[src/rtl/alu_arbiter_if.sv]
// -----------------------------------------------------------------------------
// alu_arbiter_if
//
// Purpose:
//   Bundles every handshake and data signal of alu_arbiter: the two requester
//   ports, the shared ALU operand/opcode/result path and the shared response
//   register. Signal names are written from the arbiter's point of view, so
//   input_* is driven into the arbiter and output_* is driven by it.
//
// Modports:
//   slave  - used by alu_arbiter (receives requests and ALU results, drives
//            grants, ALU inputs and responses)
//   master - used by the environment (requesters plus the ALU)
//
// Signal summary:
//   input_Req{0,1}_Valid      request pending on port 0 / 1
//   output_Req{0,1}_Ready     request accepted this cycle (combinational)
//   input_Req{0,1}_Op         4-bit ALU opcode
//   input_Req{0,1}_A/_B       16-bit operands
//   output_ALU_A/_B/_Op       operands and opcode presented to the ALU
//   input_ALU_Result          ALU result
//   input_ALU_Zero/Negative/Carry  ALU flags
//   output_Resp{0,1}_Valid    response ready for port 0 / 1
//   input_Resp{0,1}_Ready     owner consumes the response
//   output_Resp_Data          registered result shared by both ports
//   output_Resp_Zero/Negative/Carry  registered flags
//   output_Resp_Error         the accepted opcode was illegal
//   output_Busy               arbiter is not idle
// -----------------------------------------------------------------------------
interface alu_arbiter_if;

    // Requester port 0
    logic        input_Req0_Valid;
    logic        output_Req0_Ready;
    logic [3:0]  input_Req0_Op;
    logic [15:0] input_Req0_A;
    logic [15:0] input_Req0_B;

    // Requester port 1
    logic        input_Req1_Valid;
    logic        output_Req1_Ready;
    logic [3:0]  input_Req1_Op;
    logic [15:0] input_Req1_A;
    logic [15:0] input_Req1_B;

    // Shared ALU
    logic [15:0] output_ALU_A;
    logic [15:0] output_ALU_B;
    logic [3:0]  output_ALU_Op;
    logic [15:0] input_ALU_Result;
    logic        input_ALU_Zero;
    logic        input_ALU_Negative;
    logic        input_ALU_Carry;

    // Responses
    logic        output_Resp0_Valid;
    logic        output_Resp1_Valid;
    logic        input_Resp0_Ready;
    logic        input_Resp1_Ready;
    logic [15:0] output_Resp_Data;
    logic        output_Resp_Zero;
    logic        output_Resp_Negative;
    logic        output_Resp_Carry;
    logic        output_Resp_Error;

    // Status
    logic        output_Busy;

    modport slave (
        input  input_Req0_Valid, input_Req0_Op, input_Req0_A, input_Req0_B,
        input  input_Req1_Valid, input_Req1_Op, input_Req1_A, input_Req1_B,
        output output_Req0_Ready, output_Req1_Ready,
        output output_ALU_A, output_ALU_B, output_ALU_Op,
        input  input_ALU_Result, input_ALU_Zero, input_ALU_Negative, input_ALU_Carry,
        output output_Resp0_Valid, output_Resp1_Valid,
        input  input_Resp0_Ready, input_Resp1_Ready,
        output output_Resp_Data, output_Resp_Zero, output_Resp_Negative,
        output output_Resp_Carry, output_Resp_Error,
        output output_Busy
    );

    modport master (
        output input_Req0_Valid, input_Req0_Op, input_Req0_A, input_Req0_B,
        output input_Req1_Valid, input_Req1_Op, input_Req1_A, input_Req1_B,
        input  output_Req0_Ready, output_Req1_Ready,
        input  output_ALU_A, output_ALU_B, output_ALU_Op,
        output input_ALU_Result, input_ALU_Zero, input_ALU_Negative, input_ALU_Carry,
        input  output_Resp0_Valid, output_Resp1_Valid,
        output input_Resp0_Ready, input_Resp1_Ready,
        input  output_Resp_Data, output_Resp_Zero, output_Resp_Negative,
        input  output_Resp_Carry, output_Resp_Error,
        input  output_Busy
    );

endinterface

[src/rtl/alu_arbiter.sv]
// -----------------------------------------------------------------------------
// alu_arbiter
//
// Purpose:
//   Shares one ALU between two requesters (port 0: main datapath sequencer,
//   port 1: address/immediate unit). Requests are granted round-robin, the
//   winning operation is latched and held on the ALU for EXEC_CYCLES cycles,
//   and the result plus flags are returned in a response register that stays
//   put until the owning port consumes it.
//
// Parameters:
//   EXEC_CYCLES  cycles the ALU inputs are held before the result is sampled
//                (legal range 1..15)
//
// Ports:
//   input_CLK      system clock, all state on the rising edge
//   input_Reset_n  asynchronous, active-low reset
//   bus            alu_arbiter_if.slave - requests, ALU path, responses, busy
//
// Behaviour summary:
//   IDLE -> EXEC on a grant, EXEC -> RESP when the execute counter expires,
//   RESP -> IDLE when the owner's Resp_Ready is seen. Ready is only ever
//   asserted in IDLE, so there is always at least one IDLE cycle between
//   consecutive operations.
// -----------------------------------------------------------------------------
module alu_arbiter #(
    parameter int unsigned EXEC_CYCLES = 1
) (
    input  logic          input_CLK,
    input  logic          input_Reset_n,
    alu_arbiter_if.slave  bus
);

    typedef enum logic [1:0] {
        IDLE = 2'd0,
        EXEC = 2'd1,
        RESP = 2'd2
    } state_t;

    // Counter reload: the first EXEC cycle already counts, so load N-1.
    localparam logic [3:0] EXEC_LOAD = 4'(EXEC_CYCLES - 1);

    // -------------------------------------------------------------------------
    // State
    // -------------------------------------------------------------------------
    state_t      state_q;
    logic        owner_q;        // port that owns the in-flight operation
    logic        ptr_q;          // port favoured when both request together
    logic [3:0]  op_q;
    logic [15:0] a_q;
    logic [15:0] b_q;
    logic [3:0]  cnt_q;
    logic [15:0] data_q;
    logic        zero_q;
    logic        neg_q;
    logic        carry_q;
    logic        err_q;
    logic        resp0_valid_q;
    logic        resp1_valid_q;
    logic        busy_q;

    // -------------------------------------------------------------------------
    // Arbitration (combinational from Valid inputs and the pointer)
    // -------------------------------------------------------------------------
    logic        is_idle;
    logic        want0;
    logic        want1;
    logic        grant_any;
    logic        grant_port;
    logic [3:0]  req_op;
    logic [15:0] req_a;
    logic [15:0] req_b;

    assign is_idle = (state_q == IDLE);

    // A lone requester always wins; on a tie the pointer decides.
    assign want0 = bus.input_Req0_Valid && (!bus.input_Req1_Valid || !ptr_q);
    assign want1 = bus.input_Req1_Valid && (!bus.input_Req0_Valid ||  ptr_q);

    assign grant_any  = want0 || want1;
    assign grant_port = want1;

    assign req_op = grant_port ? bus.input_Req1_Op : bus.input_Req0_Op;
    assign req_a  = grant_port ? bus.input_Req1_A  : bus.input_Req0_A;
    assign req_b  = grant_port ? bus.input_Req1_B  : bus.input_Req0_B;

    // Gated by reset so every output reads 0 while reset is held, even though
    // Ready is otherwise a combinational function of the requesters.
    assign bus.output_Req0_Ready = input_Reset_n && is_idle && want0;
    assign bus.output_Req1_Ready = input_Reset_n && is_idle && want1;

    // -------------------------------------------------------------------------
    // Result capture values
    // -------------------------------------------------------------------------
    logic        op_legal;
    logic        carry_defined;
    logic [15:0] data_d;
    logic        zero_d;
    logic        neg_d;
    logic        carry_d;
    logic        owner_ready;

    // Legal opcodes: 0000..1000, 1100, 1101.
    assign op_legal      = (op_q <= 4'd8) || (op_q == 4'd12) || (op_q == 4'd13);
    // The ALU only defines carry for add (0000) and subtract (0001).
    assign carry_defined = (op_q == 4'd0) || (op_q == 4'd1);

    assign data_d  = op_legal ? bus.input_ALU_Result   : 16'h0000;
    assign zero_d  = op_legal && bus.input_ALU_Zero;
    assign neg_d   = op_legal && bus.input_ALU_Negative;
    assign carry_d = op_legal && carry_defined && bus.input_ALU_Carry;

    // Only the owner may release the response; the other port is ignored.
    assign owner_ready = owner_q ? bus.input_Resp1_Ready : bus.input_Resp0_Ready;

    // -------------------------------------------------------------------------
    // FSM with registered outputs
    // -------------------------------------------------------------------------
    always_ff @(posedge input_CLK or negedge input_Reset_n) begin
        if (!input_Reset_n) begin
            state_q       <= IDLE;
            owner_q       <= 1'b0;
            ptr_q         <= 1'b0;
            op_q          <= 4'h0;
            a_q           <= 16'h0000;
            b_q           <= 16'h0000;
            cnt_q         <= 4'h0;
            data_q        <= 16'h0000;
            zero_q        <= 1'b0;
            neg_q         <= 1'b0;
            carry_q       <= 1'b0;
            err_q         <= 1'b0;
            resp0_valid_q <= 1'b0;
            resp1_valid_q <= 1'b0;
            busy_q        <= 1'b0;
        end else begin
            case (state_q)
                IDLE: begin
                    if (grant_any) begin
                        op_q    <= req_op;
                        a_q     <= req_a;
                        b_q     <= req_b;
                        owner_q <= grant_port;
                        ptr_q   <= ~grant_port;
                        cnt_q   <= EXEC_LOAD;
                        busy_q  <= 1'b1;
                        state_q <= EXEC;
                    end
                end

                EXEC: begin
                    if (cnt_q != 4'h0) begin
                        cnt_q <= cnt_q - 4'h1;
                    end else begin
                        data_q        <= data_d;
                        zero_q        <= zero_d;
                        neg_q         <= neg_d;
                        carry_q       <= carry_d;
                        err_q         <= !op_legal;
                        resp0_valid_q <= !owner_q;
                        resp1_valid_q <=  owner_q;
                        state_q       <= RESP;
                    end
                end

                RESP: begin
                    // Data/flag registers are left untouched here so they
                    // remain stable for the whole response phase.
                    if (owner_ready) begin
                        resp0_valid_q <= 1'b0;
                        resp1_valid_q <= 1'b0;
                        busy_q        <= 1'b0;
                        state_q       <= IDLE;
                    end
                end

                default: begin
                    resp0_valid_q <= 1'b0;
                    resp1_valid_q <= 1'b0;
                    busy_q        <= 1'b0;
                    state_q       <= IDLE;
                end
            endcase
        end
    end

    // -------------------------------------------------------------------------
    // Outputs
    // -------------------------------------------------------------------------
    // The ALU always sees the latches, including in IDLE, so its inputs never
    // follow requester lines that may still be settling.
    assign bus.output_ALU_A  = a_q;
    assign bus.output_ALU_B  = b_q;
    assign bus.output_ALU_Op = op_q;

    assign bus.output_Resp0_Valid   = resp0_valid_q;
    assign bus.output_Resp1_Valid   = resp1_valid_q;
    assign bus.output_Resp_Data     = data_q;
    assign bus.output_Resp_Zero     = zero_q;
    assign bus.output_Resp_Negative = neg_q;
    assign bus.output_Resp_Carry    = carry_q;
    assign bus.output_Resp_Error    = err_q;
    assign bus.output_Busy          = busy_q;

endmodule

[src/flat_wrapper.sv]
// flat-port wrapper written by rule: the top's interface ports become plain ports
module alu_arbiter_flat 
#(
    parameter int unsigned EXEC_CYCLES = 1
)
  (input_CLK, input_Reset_n, bus_input_Req0_Valid, bus_input_Req0_Op, bus_input_Req0_A, bus_input_Req0_B, bus_input_Req1_Valid, bus_input_Req1_Op, bus_input_Req1_A, bus_input_Req1_B, bus_output_Req0_Ready, bus_output_Req1_Ready, bus_output_ALU_A, bus_output_ALU_B, bus_output_ALU_Op, bus_input_ALU_Result, bus_input_ALU_Zero, bus_input_ALU_Negative, bus_input_ALU_Carry, bus_output_Resp0_Valid, bus_output_Resp1_Valid, bus_input_Resp0_Ready, bus_input_Resp1_Ready, bus_output_Resp_Data, bus_output_Resp_Zero, bus_output_Resp_Negative, bus_output_Resp_Carry, bus_output_Resp_Error, bus_output_Busy);
  alu_arbiter_if bus_i ();
  input  logic input_CLK;
  input  logic input_Reset_n;
  input wire logic [$bits(bus_i.input_Req0_Valid)-1:0] bus_input_Req0_Valid;
  input wire logic [$bits(bus_i.input_Req0_Op)-1:0] bus_input_Req0_Op;
  input wire logic [$bits(bus_i.input_Req0_A)-1:0] bus_input_Req0_A;
  input wire logic [$bits(bus_i.input_Req0_B)-1:0] bus_input_Req0_B;
  input wire logic [$bits(bus_i.input_Req1_Valid)-1:0] bus_input_Req1_Valid;
  input wire logic [$bits(bus_i.input_Req1_Op)-1:0] bus_input_Req1_Op;
  input wire logic [$bits(bus_i.input_Req1_A)-1:0] bus_input_Req1_A;
  input wire logic [$bits(bus_i.input_Req1_B)-1:0] bus_input_Req1_B;
  output wire logic [$bits(bus_i.output_Req0_Ready)-1:0] bus_output_Req0_Ready;
  output wire logic [$bits(bus_i.output_Req1_Ready)-1:0] bus_output_Req1_Ready;
  output wire logic [$bits(bus_i.output_ALU_A)-1:0] bus_output_ALU_A;
  output wire logic [$bits(bus_i.output_ALU_B)-1:0] bus_output_ALU_B;
  output wire logic [$bits(bus_i.output_ALU_Op)-1:0] bus_output_ALU_Op;
  input wire logic [$bits(bus_i.input_ALU_Result)-1:0] bus_input_ALU_Result;
  input wire logic [$bits(bus_i.input_ALU_Zero)-1:0] bus_input_ALU_Zero;
  input wire logic [$bits(bus_i.input_ALU_Negative)-1:0] bus_input_ALU_Negative;
  input wire logic [$bits(bus_i.input_ALU_Carry)-1:0] bus_input_ALU_Carry;
  output wire logic [$bits(bus_i.output_Resp0_Valid)-1:0] bus_output_Resp0_Valid;
  output wire logic [$bits(bus_i.output_Resp1_Valid)-1:0] bus_output_Resp1_Valid;
  input wire logic [$bits(bus_i.input_Resp0_Ready)-1:0] bus_input_Resp0_Ready;
  input wire logic [$bits(bus_i.input_Resp1_Ready)-1:0] bus_input_Resp1_Ready;
  output wire logic [$bits(bus_i.output_Resp_Data)-1:0] bus_output_Resp_Data;
  output wire logic [$bits(bus_i.output_Resp_Zero)-1:0] bus_output_Resp_Zero;
  output wire logic [$bits(bus_i.output_Resp_Negative)-1:0] bus_output_Resp_Negative;
  output wire logic [$bits(bus_i.output_Resp_Carry)-1:0] bus_output_Resp_Carry;
  output wire logic [$bits(bus_i.output_Resp_Error)-1:0] bus_output_Resp_Error;
  output wire logic [$bits(bus_i.output_Busy)-1:0] bus_output_Busy;
  assign bus_i.input_Req0_Valid = bus_input_Req0_Valid;
  assign bus_i.input_Req0_Op = bus_input_Req0_Op;
  assign bus_i.input_Req0_A = bus_input_Req0_A;
  assign bus_i.input_Req0_B = bus_input_Req0_B;
  assign bus_i.input_Req1_Valid = bus_input_Req1_Valid;
  assign bus_i.input_Req1_Op = bus_input_Req1_Op;
  assign bus_i.input_Req1_A = bus_input_Req1_A;
  assign bus_i.input_Req1_B = bus_input_Req1_B;
  assign bus_output_Req0_Ready = bus_i.output_Req0_Ready;
  assign bus_output_Req1_Ready = bus_i.output_Req1_Ready;
  assign bus_output_ALU_A = bus_i.output_ALU_A;
  assign bus_output_ALU_B = bus_i.output_ALU_B;
  assign bus_output_ALU_Op = bus_i.output_ALU_Op;
  assign bus_i.input_ALU_Result = bus_input_ALU_Result;
  assign bus_i.input_ALU_Zero = bus_input_ALU_Zero;
  assign bus_i.input_ALU_Negative = bus_input_ALU_Negative;
  assign bus_i.input_ALU_Carry = bus_input_ALU_Carry;
  assign bus_output_Resp0_Valid = bus_i.output_Resp0_Valid;
  assign bus_output_Resp1_Valid = bus_i.output_Resp1_Valid;
  assign bus_i.input_Resp0_Ready = bus_input_Resp0_Ready;
  assign bus_i.input_Resp1_Ready = bus_input_Resp1_Ready;
  assign bus_output_Resp_Data = bus_i.output_Resp_Data;
  assign bus_output_Resp_Zero = bus_i.output_Resp_Zero;
  assign bus_output_Resp_Negative = bus_i.output_Resp_Negative;
  assign bus_output_Resp_Carry = bus_i.output_Resp_Carry;
  assign bus_output_Resp_Error = bus_i.output_Resp_Error;
  assign bus_output_Busy = bus_i.output_Busy;
  alu_arbiter #(.EXEC_CYCLES(EXEC_CYCLES)) u_core (.input_CLK(input_CLK), .input_Reset_n(input_Reset_n), .bus(bus_i));
endmodule
[config.mk]
export PLATFORM = sky130hd
export DESIGN_NAME = alu_arbiter_flat
export DESIGN_NICKNAME = d
export VERILOG_FILES = /design/src/rtl/alu_arbiter_if.sv /design/src/rtl/alu_arbiter.sv /design/src/flat_wrapper.sv
export SDC_FILE = /design/constraint.sdc
export NUM_CORES = 1
export LEC_CHECK = 0
export BUFFER_PORTS_ARGS = -buffer_cell sky130_fd_sc_hd__buf_2
export CORE_ASPECT_RATIO = 1.25
export CORE_MARGIN = 5
export CORE_UTILIZATION = 49
export CTS_CLUSTER_DIAMETER = 40
export DETAILED_ROUTE_END_ITERATION = 10
export GPL_TIMING_DRIVEN = 0
export PLACE_DENSITY = 0.86
export SYNTH_ARGS = -nofsm -noshare
export SYNTH_HDL_FRONTEND = slang
export SYNTH_SLANG_ARGS = --single-unit
[constraint.sdc]
create_clock -name input_CLK -period 2.69 [get_ports input_CLK]
set_clock_uncertainty 0.2 [all_clocks]
set_input_delay 0 -clock input_CLK [delete_from_list [all_inputs] [get_ports input_CLK]]
set_output_delay 0 -clock input_CLK [all_outputs]
set_load 0.02 [all_outputs]
==> results of run 1 <==
-- final cells by class --
cell class	instances	area, um2	share of cell area (%)
Timing Repair Buffer	254	1760	34.4
Clock inverter	1	5.00	0.0978
Tap cell	85	106	2.08
Inverter	6	22.5	0.440
Multi-Input combinational cell	159	1230	24.0
Clock buffer	15	186	3.64
Buffer	24	129	2.52
Sequential cell	67	1680	32.8
Antenna cell	1	2.50	0.0489
-- how the worst min path moves through the flow --
stage                    startpoint                               to  slack, ns  cells after the start
6_report              input_Reset_n    u_core.bus.output_Resp0_Valid       0.12                      2
5_1_grt               input_Reset_n    u_core.bus.output_Resp0_Valid       0.21                      2
4_1_cts               input_Reset_n  u_core.bus.output_Resp_Data[11]       0.14                      2
3_5_place_dp          input_Reset_n  u_core.bus.output_Resp_Data[13]      -0.04                      1
3_3_place_gp   bus_input_Req1_A[11]      u_core.bus.output_ALU_A[11]       0.03                      2
2_1_floorplan         input_Reset_n       u_core.bus.output_ALU_A[0]      -0.50                      0
-- worst max-delay path, cell delays in order, from the launching register on --
cell	delay, ns
sky130_fd_sc_hd__dfrtp_1	0.46
sky130_fd_sc_hd__nor2_1	0.17
sky130_fd_sc_hd__buf_2	0.25
sky130_fd_sc_hd__buf_2	0.24
sky130_fd_sc_hd__a21boi_0	0.15
sky130_fd_sc_hd__a221o_1	0.31
sky130_fd_sc_hd__dlygate4sd3_1	0.58
-- cells by family (layout without fill, tap and decap cells) --
group / after synthesis / after routing / share of synthesized area [%]
AOI/OAI and AO/OA: 108 / 108 / 29.6
adders and majority gates: 2 / 2 / 0.818
buffers and inverters: 30 / 300 / 4.95
DFF: 67 / 67 / 54.8
muxes: 3 / 3 / 1.02
other: 0 / 1 / 0
and+or+nand+nor: 46 / 46 / 8.76
-- routing by layer --
| metal | part of all wire (%) | up-vias | GRT usage [%] |
|---|---|---|---|
| li1 | - | 1527 | - |
| met1 | 36 | 1617 | 31.1 |
| met2 | 53 | 171 | 52.6 |
| met3 | 6.9 | 42 | 7.20 |
| met4 | 3.7 | 0 | 16.8 |
| met5 | 0 | - | 0 |
-- flip-flops by register name, summed over array words and instances, names as in the netlist --
name                             count
u_core.bus.output_Resp0_Valid        1
u_core.bus.output_ALU_B             16
u_core.state_q                       2
u_core.cnt_q                         4
u_core.owner_q                       1
u_core.bus.output_Resp_Error         1
u_core.bus.output_Resp_Carry         1
u_core.ptr_q                         1
u_core.bus.output_ALU_A             16
u_core.bus.output_Busy               1
u_core.bus.output_Resp_Zero          1
u_core.bus.output_Resp_Negative      1
u_core.bus.output_ALU_Op             4
u_core.bus.output_Resp1_Valid        1
u_core.bus.output_Resp_Data         16
-- layout by cell type, fill, tap and decap left out, types with 2 or more instances in the layout --
master,Yosys,routed
sky130_fd_sc_hd__nand2b_1,3,3
sky130_fd_sc_hd__o2bb2ai_1,18,18
sky130_fd_sc_hd__a21boi_0,33,33
sky130_fd_sc_hd__clkbuf_8,0,13
sky130_fd_sc_hd__buf_4,1,2
sky130_fd_sc_hd__and2_1,2,2
sky130_fd_sc_hd__clkbuf_1,10,12
sky130_fd_sc_hd__nor3_1,2,2
sky130_fd_sc_hd__buf_6,3,3
sky130_fd_sc_hd__a21boi_1,3,3
sky130_fd_sc_hd__inv_1,6,6
sky130_fd_sc_hd__nand3_1,22,22
sky130_fd_sc_hd__a21oi_1,2,2
sky130_fd_sc_hd__o21ai_0,6,6
sky130_fd_sc_hd__mux2i_1,2,2
sky130_fd_sc_hd__nor2_1,3,3
sky130_fd_sc_hd__nand2_1,4,4
sky130_fd_sc_hd__o22ai_1,3,3
sky130_fd_sc_hd__dlygate4sd3_1,0,97
sky130_fd_sc_hd__a221o_1,36,36
sky130_fd_sc_hd__buf_2,10,166
sky130_fd_sc_hd__nor2b_1,2,2
sky130_fd_sc_hd__dfrtp_1,67,67
sky130_fd_sc_hd__ha_1,2,2
sky130_fd_sc_hd__o21bai_1,2,2
-- through the flow --
stage / std cells / util [%] / total power, uW
after detailed placement: 498 / 64.5 / 4350
after global placement: 498 / 64.5 / 4250
after floorplan: 256 / - / 3470
final: 612 / 83.5 / 5830
after CTS: 611 / 83.5 / 5690
after global routing: 612 / 83.5 / 6160
-- report_power, final --
| part | internal [uW] | total (uW) | switching, uW | leakage, uW |
|---|---|---|---|---|
| clock network | 435 | 793 | 358 | 0.0000997 |
| registers | 1480 | 1790 | 311 | 0.000836 |
| logic | 1530 | 3250 | 1710 | 0.00157 |
==> summary by stage, run 1 <==
Floorplanning
The floorplan step set the die width to 80.7 um. Row generation in the floorplan step produced 32 rows. The number of primary I/O pins is approximately 160. In this run the standard cell core region covers approximately 6100 um2. The starting density of the core is about 50%.

The y dimension of the die is slightly below 100 um. The total die area is 7930 um2.

Timing
The max-slew violation count is 0. The worst path uses 92.1% of the clock period. The number of failing hold endpoints at the final stage came to 0. The worst slew slack as a fraction of its limit is between 40% and 50%. At the pin with the least slew margin, the transition time is 0.857 ns.

The slack of the critical path is around 0.21 ns. Setup repair after global routing left no endpoint under its margin. The maximum clock frequency is roughly 400 MHz. The worst hold margin is about 0.12 ns.

Adding up every negative setup slack in the final design gives 0 ns. The total setup violations reported at the end of the flow is 0. After layout, the minimum clock period comes to 2.48 ns.

Final layout
The ratio of cells with drive above 1 in the final layout is between 30% and 40%. The number of fill cells is around 330. The final net count is 620. The final design instance area without fill is slightly above 5000 um2. From synthesis to final layout, the design area changed by 67.3%.

Placed design
The number of buffers inserted by port buffering is approximately 160. The final weighted congestion in routability-driven placement is between 0.7 and 0.8. The post-placement worst setup slack is between 0.6 and 0.7 ns. Detailed placement ended at an HPWL of 6540 um. After detailed placement, the total cell area comes to around 4000 um2.

Critical path
The worst setup path is launched from a flip-flop. The beginning of the worst register-to-register path is u_core.state_q[0]. The category of the most critical setup path is reg -> reg. STA puts the critical path data arrival time at 2.49 ns. The required time of the critical path is 2.71 ns. The endpoint class of the critical path is a flip-flop.

The worst register-to-register path ends at u_core.bus.output_ALU_B[7]. The number of cells on the worst reg-to-reg path is 6. The critical-path maximum fanout is 10. Across all register-to-register paths, the minimum setup slack is between 0.2 and 0.25 ns. The start point of the critical path is u_core.state_q[0]. The critical path capture point is u_core.bus.output_ALU_B[7].

Yosys
The commonest cells after synthesis are sky130_fd_sc_hd__dfrtp_1, sky130_fd_sc_hd__a221o_1, sky130_fd_sc_hd__a21boi_0. The fraction of registers with async set or reset after synthesis is 100%. After synthesis the cells add up to about 3100 um2. The count of mapped cells out of synthesis is around 260. Synthesis inferred between 60 and 70 register bits. The most used flip-flop cell after synthesis is sky130_fd_sc_hd__dfrtp_1. Counting distinct cell types in the post-synthesis netlist gives 37.

The share of synthesized area occupied by flip-flops and latches is 54.8%. The most common cell in the synthesized netlist is sky130_fd_sc_hd__dfrtp_1. During synthesis, Yosys emitted a total of 0 warnings. After synthesis, the largest area contributor takes up a little over half of total cell area. The number of nets in the synthesized netlist is 355. The mean instance size in the synthesized netlist is about 12 um2. The number of flops mapped to enable cells by yosys is 0.

The biggest area consumer among synthesized cells is sky130_fd_sc_hd__dfrtp_1. Ranked by total cell area, the synthesized netlist is headed by sky130_fd_sc_hd__dfrtp_1, sky130_fd_sc_hd__a221o_1, sky130_fd_sc_hd__a21boi_0.

Global route
The number of global-route vias before repair was approximately 3,800. The initial antenna violation count is 1. The final global-route overflow total is 0.

The wire length of the first global-routing pass is between 15,000 and 20,000 um. Entering global routing, the biggest net connects 70 pins. Global routing consumed, over all layers together, between 20% and 30% of the routing resources.

Route
Before antenna repair, the detailed router went through 4 iterations. The post-detailed-route via-to-cell ratio is approximately 5.5. After the first detailed-routing iteration, the DRC count stood at approximately 170. The average routed wire per standard cell is ~19 um. In this run the remaining antenna-violating nets after routing total 0.

The routed layout has around 3,400 vias. The routed design has 11,500 um of wire. In the routed design, unresolved DRC markers number 0.

CTS
The CTS root buffer is sky130_fd_sc_hd__clkbuf_8. The TritonCTS buffer count is 9. The number of setup buffers added after CTS is 0. The CTS tree is yes. The deepest level of the CTS H-tree is 3. The later pin in the worst-skew pair is clocked with a latency of 0.34 ns.

Buffers inserted to repair hold after CTS numbered 97. For this design, the sink count on the clock tree is 67. The number of gates given a new drive strength after cts is 0. The clock-pin slew on the worst setup and hold paths is 0.07 ns. The number of buffers on the longest clock path is 2.

Run status
The run finished with clean final reports.

Power
For this design the ratio of total power to cell area is 1140 nW/um2. For this design the static power due to leakage is about 0.0025 uW. IR analysis of the VDD net gives a maximum drop of 0.000646 V.

Hold path
In this run the worst hold path is classified as in -> async.

Job
The tool flagged a number of max-cap violations equal to 0.
No activity file was read; power rests on OpenSTA's default activity.
==> run 2: changes to the inputs <==
--- a/config.mk
+++ b/config.mk
@@ -13,6 +13,7 @@
 export DETAILED_ROUTE_END_ITERATION = 10
 export GPL_TIMING_DRIVEN = 0
 export PLACE_DENSITY = 0.86
+export REMOVE_ABC_BUFFERS = 1
 export SYNTH_ARGS = -nofsm -noshare
 export SYNTH_HDL_FRONTEND = slang
 export SYNTH_SLANG_ARGS = --single-unit
==> run 2 against run 1 <==
- flip-flop and latch count did not move
- sequential power up 4%
- total power decreased by 4.7%
- worst hold slack worse by 0.023 ns
- critical path type is now reg -> out
==> summary by stage, run 2 (synthesis results as in run 1) <==
Route
The post-detailed-route count of antenna-violating nets came to 0 (unchanged). The first-pass iteration count of the detailed router came to 5 (+1). The via count was 3,606 (+7.4%). The wire length after detailed routing came to 13,600 um (+18%). The violation count after the first detailed-routing iteration is 405 (+130%). The post-detailed-route via-to-cell ratio was 6.11 (+11%). The average routed wire per standard cell is 23.0 um (+22%). The number of remaining DRC errors is 0 (unchanged).

Power
The worst vdd rail ir drop is 0.000697 V (+7.9%). The power density over cell area was 1100 nW/um2 (-3.6%). The static leakage came to 0.00242 uW (-3.6%).

Floorplanning
The number of primary I/O pins is 158 (unchanged). The starting density of the core was 49.9% (unchanged). The chip width is 80.7 um (unchanged).

The y dimension of the die came to 98.3 um (unchanged). The total die area is 7930 um2 (unchanged). The standard-cell row count is 32 (unchanged). The core outline area was 6130 um2 (unchanged).

CTS
The deepest level of the CTS H-tree is 3 (unchanged). The clock sink total is 67 (unchanged). The clock-pin slew on the worst setup and hold paths came to 0.08 ns (about the same).

The number of buffers on the longest clock path came to 2 (unchanged). TritonCTS built the clock tree. The clock network latency to the later pin of the worst-skew pair is 0.34 ns (about the same). Clock tree synthesis selected as its root buffer the cell sky130_fd_sc_hd__clkbuf_8.

The TritonCTS buffer count is 9 (unchanged).

Critical path
The category of the worst setup path launch point is a flip-flop. STA classifies the critical path endpoint as an output port. The data arrival time of the critical path was 2.37 ns (-0.12 ns). The required time of the critical path is 2.49 ns (-0.22 ns). The largest incremental delay on the critical path is 0.78 ns (+0.20 ns). The signal on the critical path passes through or2_4 > a211oi_4 > and2_1 > buf_2. For this design, the slowest cell found on the critical path is sky130_fd_sc_hd__a211oi_4. The critical-path maximum fanout is 20 (+10). By startpoint and endpoint, the worst setup path is classified as reg -> out.

Timing
The share of the clock period used by the worst path after layout is 95.7% (+3.6 points). The max-slew violation count is 0 (unchanged). The final critical path time including I/O delays and setup came to 2.57 ns (+0.0956 ns). The worst slew slack as a fraction of its limit is 23.8% (-19 points).

The total setup violations reported at the end of the flow is 0 (unchanged). The number of failing hold endpoints at the final stage is 0 (unchanged). Setup repair after global routing left no endpoint under its margin.

The slack of the critical path was 0.116 ns (-0.0956 ns). The slew at the pin closest to its max-slew limit is 1.14 ns (+0.286 ns). The maximum clock frequency is 389 MHz (-3.7%).

Global route
The final global-route overflow total is 0 (unchanged). The met3 usage is 11.3% (+4.1 points). The wire length of the first global-routing pass is 20,800 um (+15%).

The layer flagged by global routing as most heavily used is met2. The overall track demand over capacity in global routing is 34.9% (+5.3 points). The number of global-route vias before repair is 3,988 (+5.5%). The initial antenna violation count is 0 (-1). The met2 capacity usage during global routing is 57.1% (+4.5 points). The pin count of the biggest net entering global routing is 70 (unchanged). The fraction of met1 tracks used by global routing is 40.9% (+9.8 points).

Hold path
The worst hold path belongs to the class in -> async.

Final layout
The final net count is 599 (-3.4%). The number of fill cells is 288 (-12%). Leaving out fill and tap cells, the most frequent cell in the layout is sky130_fd_sc_hd__buf_2.

In the layout the commonest cells are sky130_fd_sc_hd__buf_2, sky130_fd_sc_hd__dlygate4sd3_1, sky130_fd_sc_hd__dfrtp_1, sky130_fd_sc_hd__a221o_1, sky130_fd_sc_hd__a21boi_0. The area added between synthesis and finish is 65.4%. The number of diodes added for antenna fixing was 0 (-1). The ratio of cells with drive above 1 in the final layout is 36.6% (+0.13 points).

The final non-filler cell total is 590 (-3.6%).

Placed design
The final weighted congestion in routability-driven placement is 0.768 (+1.3%). The number of cells in the design after placement is 476 (-4.4%). The post-placement worst setup slack is -0.791 ns (-1.41 ns).

The placed wire-length estimate after detailed placement came to 6490 um (-0.75%). The number of buffers inserted by port buffering is 157 (unchanged).

Run status
The flow ran to the end, and the final reports show no timing, DRC or antenna violations.

Job
The max-capacitance violation count is 0 (unchanged).
-- run 2: changes by cell type in the layout (fill, tap and decap cells not counted), sizes merged --
cell | before | now
clkbuf | 25 | 10
buf | 171 | 159
clkinvlp | 0 | 3
bufinv | 0 | 1
clkinv | 1 | 2
diode | 1 | 0
nor3b | 1 | 2
-- run 2: area by class of cell --
class | instances | area, um2 | area share [%]
inverter | 6 | 22.5 | 0.445
clock buffer | 10 | 128 | 2.52
clock inverter | 6 | 66.3 | 1.31
timing repair buffer | 256 | 1790 | 35.3
sequential | 67 | 1680 | 33.1
multi-input combinational | 160 | 1270 | 25.2
tap | 85 | 106 | 2.10
-- run 2: path summary, 6_finish.rpt --
| kind | from | to | slack (ns) | cells after the start |
|---|---|---|---|---|
| min reg2reg | u_core.bus.output_Resp_Data[3] | u_core.bus.output_Resp_Data[3] | 0.29 | 1 |
| min in group input_CLK | bus_input_Req1_B[8] | u_core.bus.output_ALU_B[8] | 0.24 | 3 |
| min | input_Reset_n | u_core.bus.output_ALU_A[1] | 0.09 | 2 |
| max in group asynchronous | input_Reset_n | u_core.bus.output_ALU_B[2] | 1.62 | 2 |
| max | u_core.state_q[0] | bus_output_Req1_Ready | 0.12 | 4 |
| max reg2reg | u_core.cnt_q[0] | u_core.bus.output_Resp_Error | 0.18 | 5 |
-- run 2: through the flow --
stage | hold slack, ns | setup TNS [ns] | instance area [um2] | util, % | total power, uW
after global placement | 0.0293 | -31.96 | 3820 | 62.4 | 4150
after global routing | 0.189 | 0 | 5060 | 82.6 | 5800
after detailed placement | -0.0446 | -14.71 | 3860 | 63.0 | 4300
after floorplan | -0.496 | 0 | 2930 | - | 3360
after CTS | 0.135 | 0 | 5050 | 82.4 | 5290
final | 0.0946 | 0 | 5060 | 82.6 | 5550
-- run 2: power by group --
part           switching, uW  internal, uW
clock                    401           428
combinational           1730          1130
sequential               382          1480
-- run 2: what timing repair did --
action / CTS / global route
endpoints found under the setup margin: 23 / 2
cloned: 1 / 0
hold buffers: 97 / 0
gates resized for setup: 3 / 2
setup buffers: 0 / 0
hold endpoints to repair: 133 / 0
-- run 2: critical path: cells and delay by family, from the launching register on --
kind | cells | cell delay, ns
AOI/OAI and AO/OA | 1 | 0.78
buffers and inverters | 1 | 0.18
DFF | 1 | 0.51
and+or+nand+nor | 2 | 0.57
-- run 2: layer usage --
metal | vias to the layer above | part of all wire [%]
li1 | 1493 | -
met3 | 59 | 11
met1 | 1737 | 36
met2 | 317 | 48
met4 | 0 | 4.6
met5 | - | 0
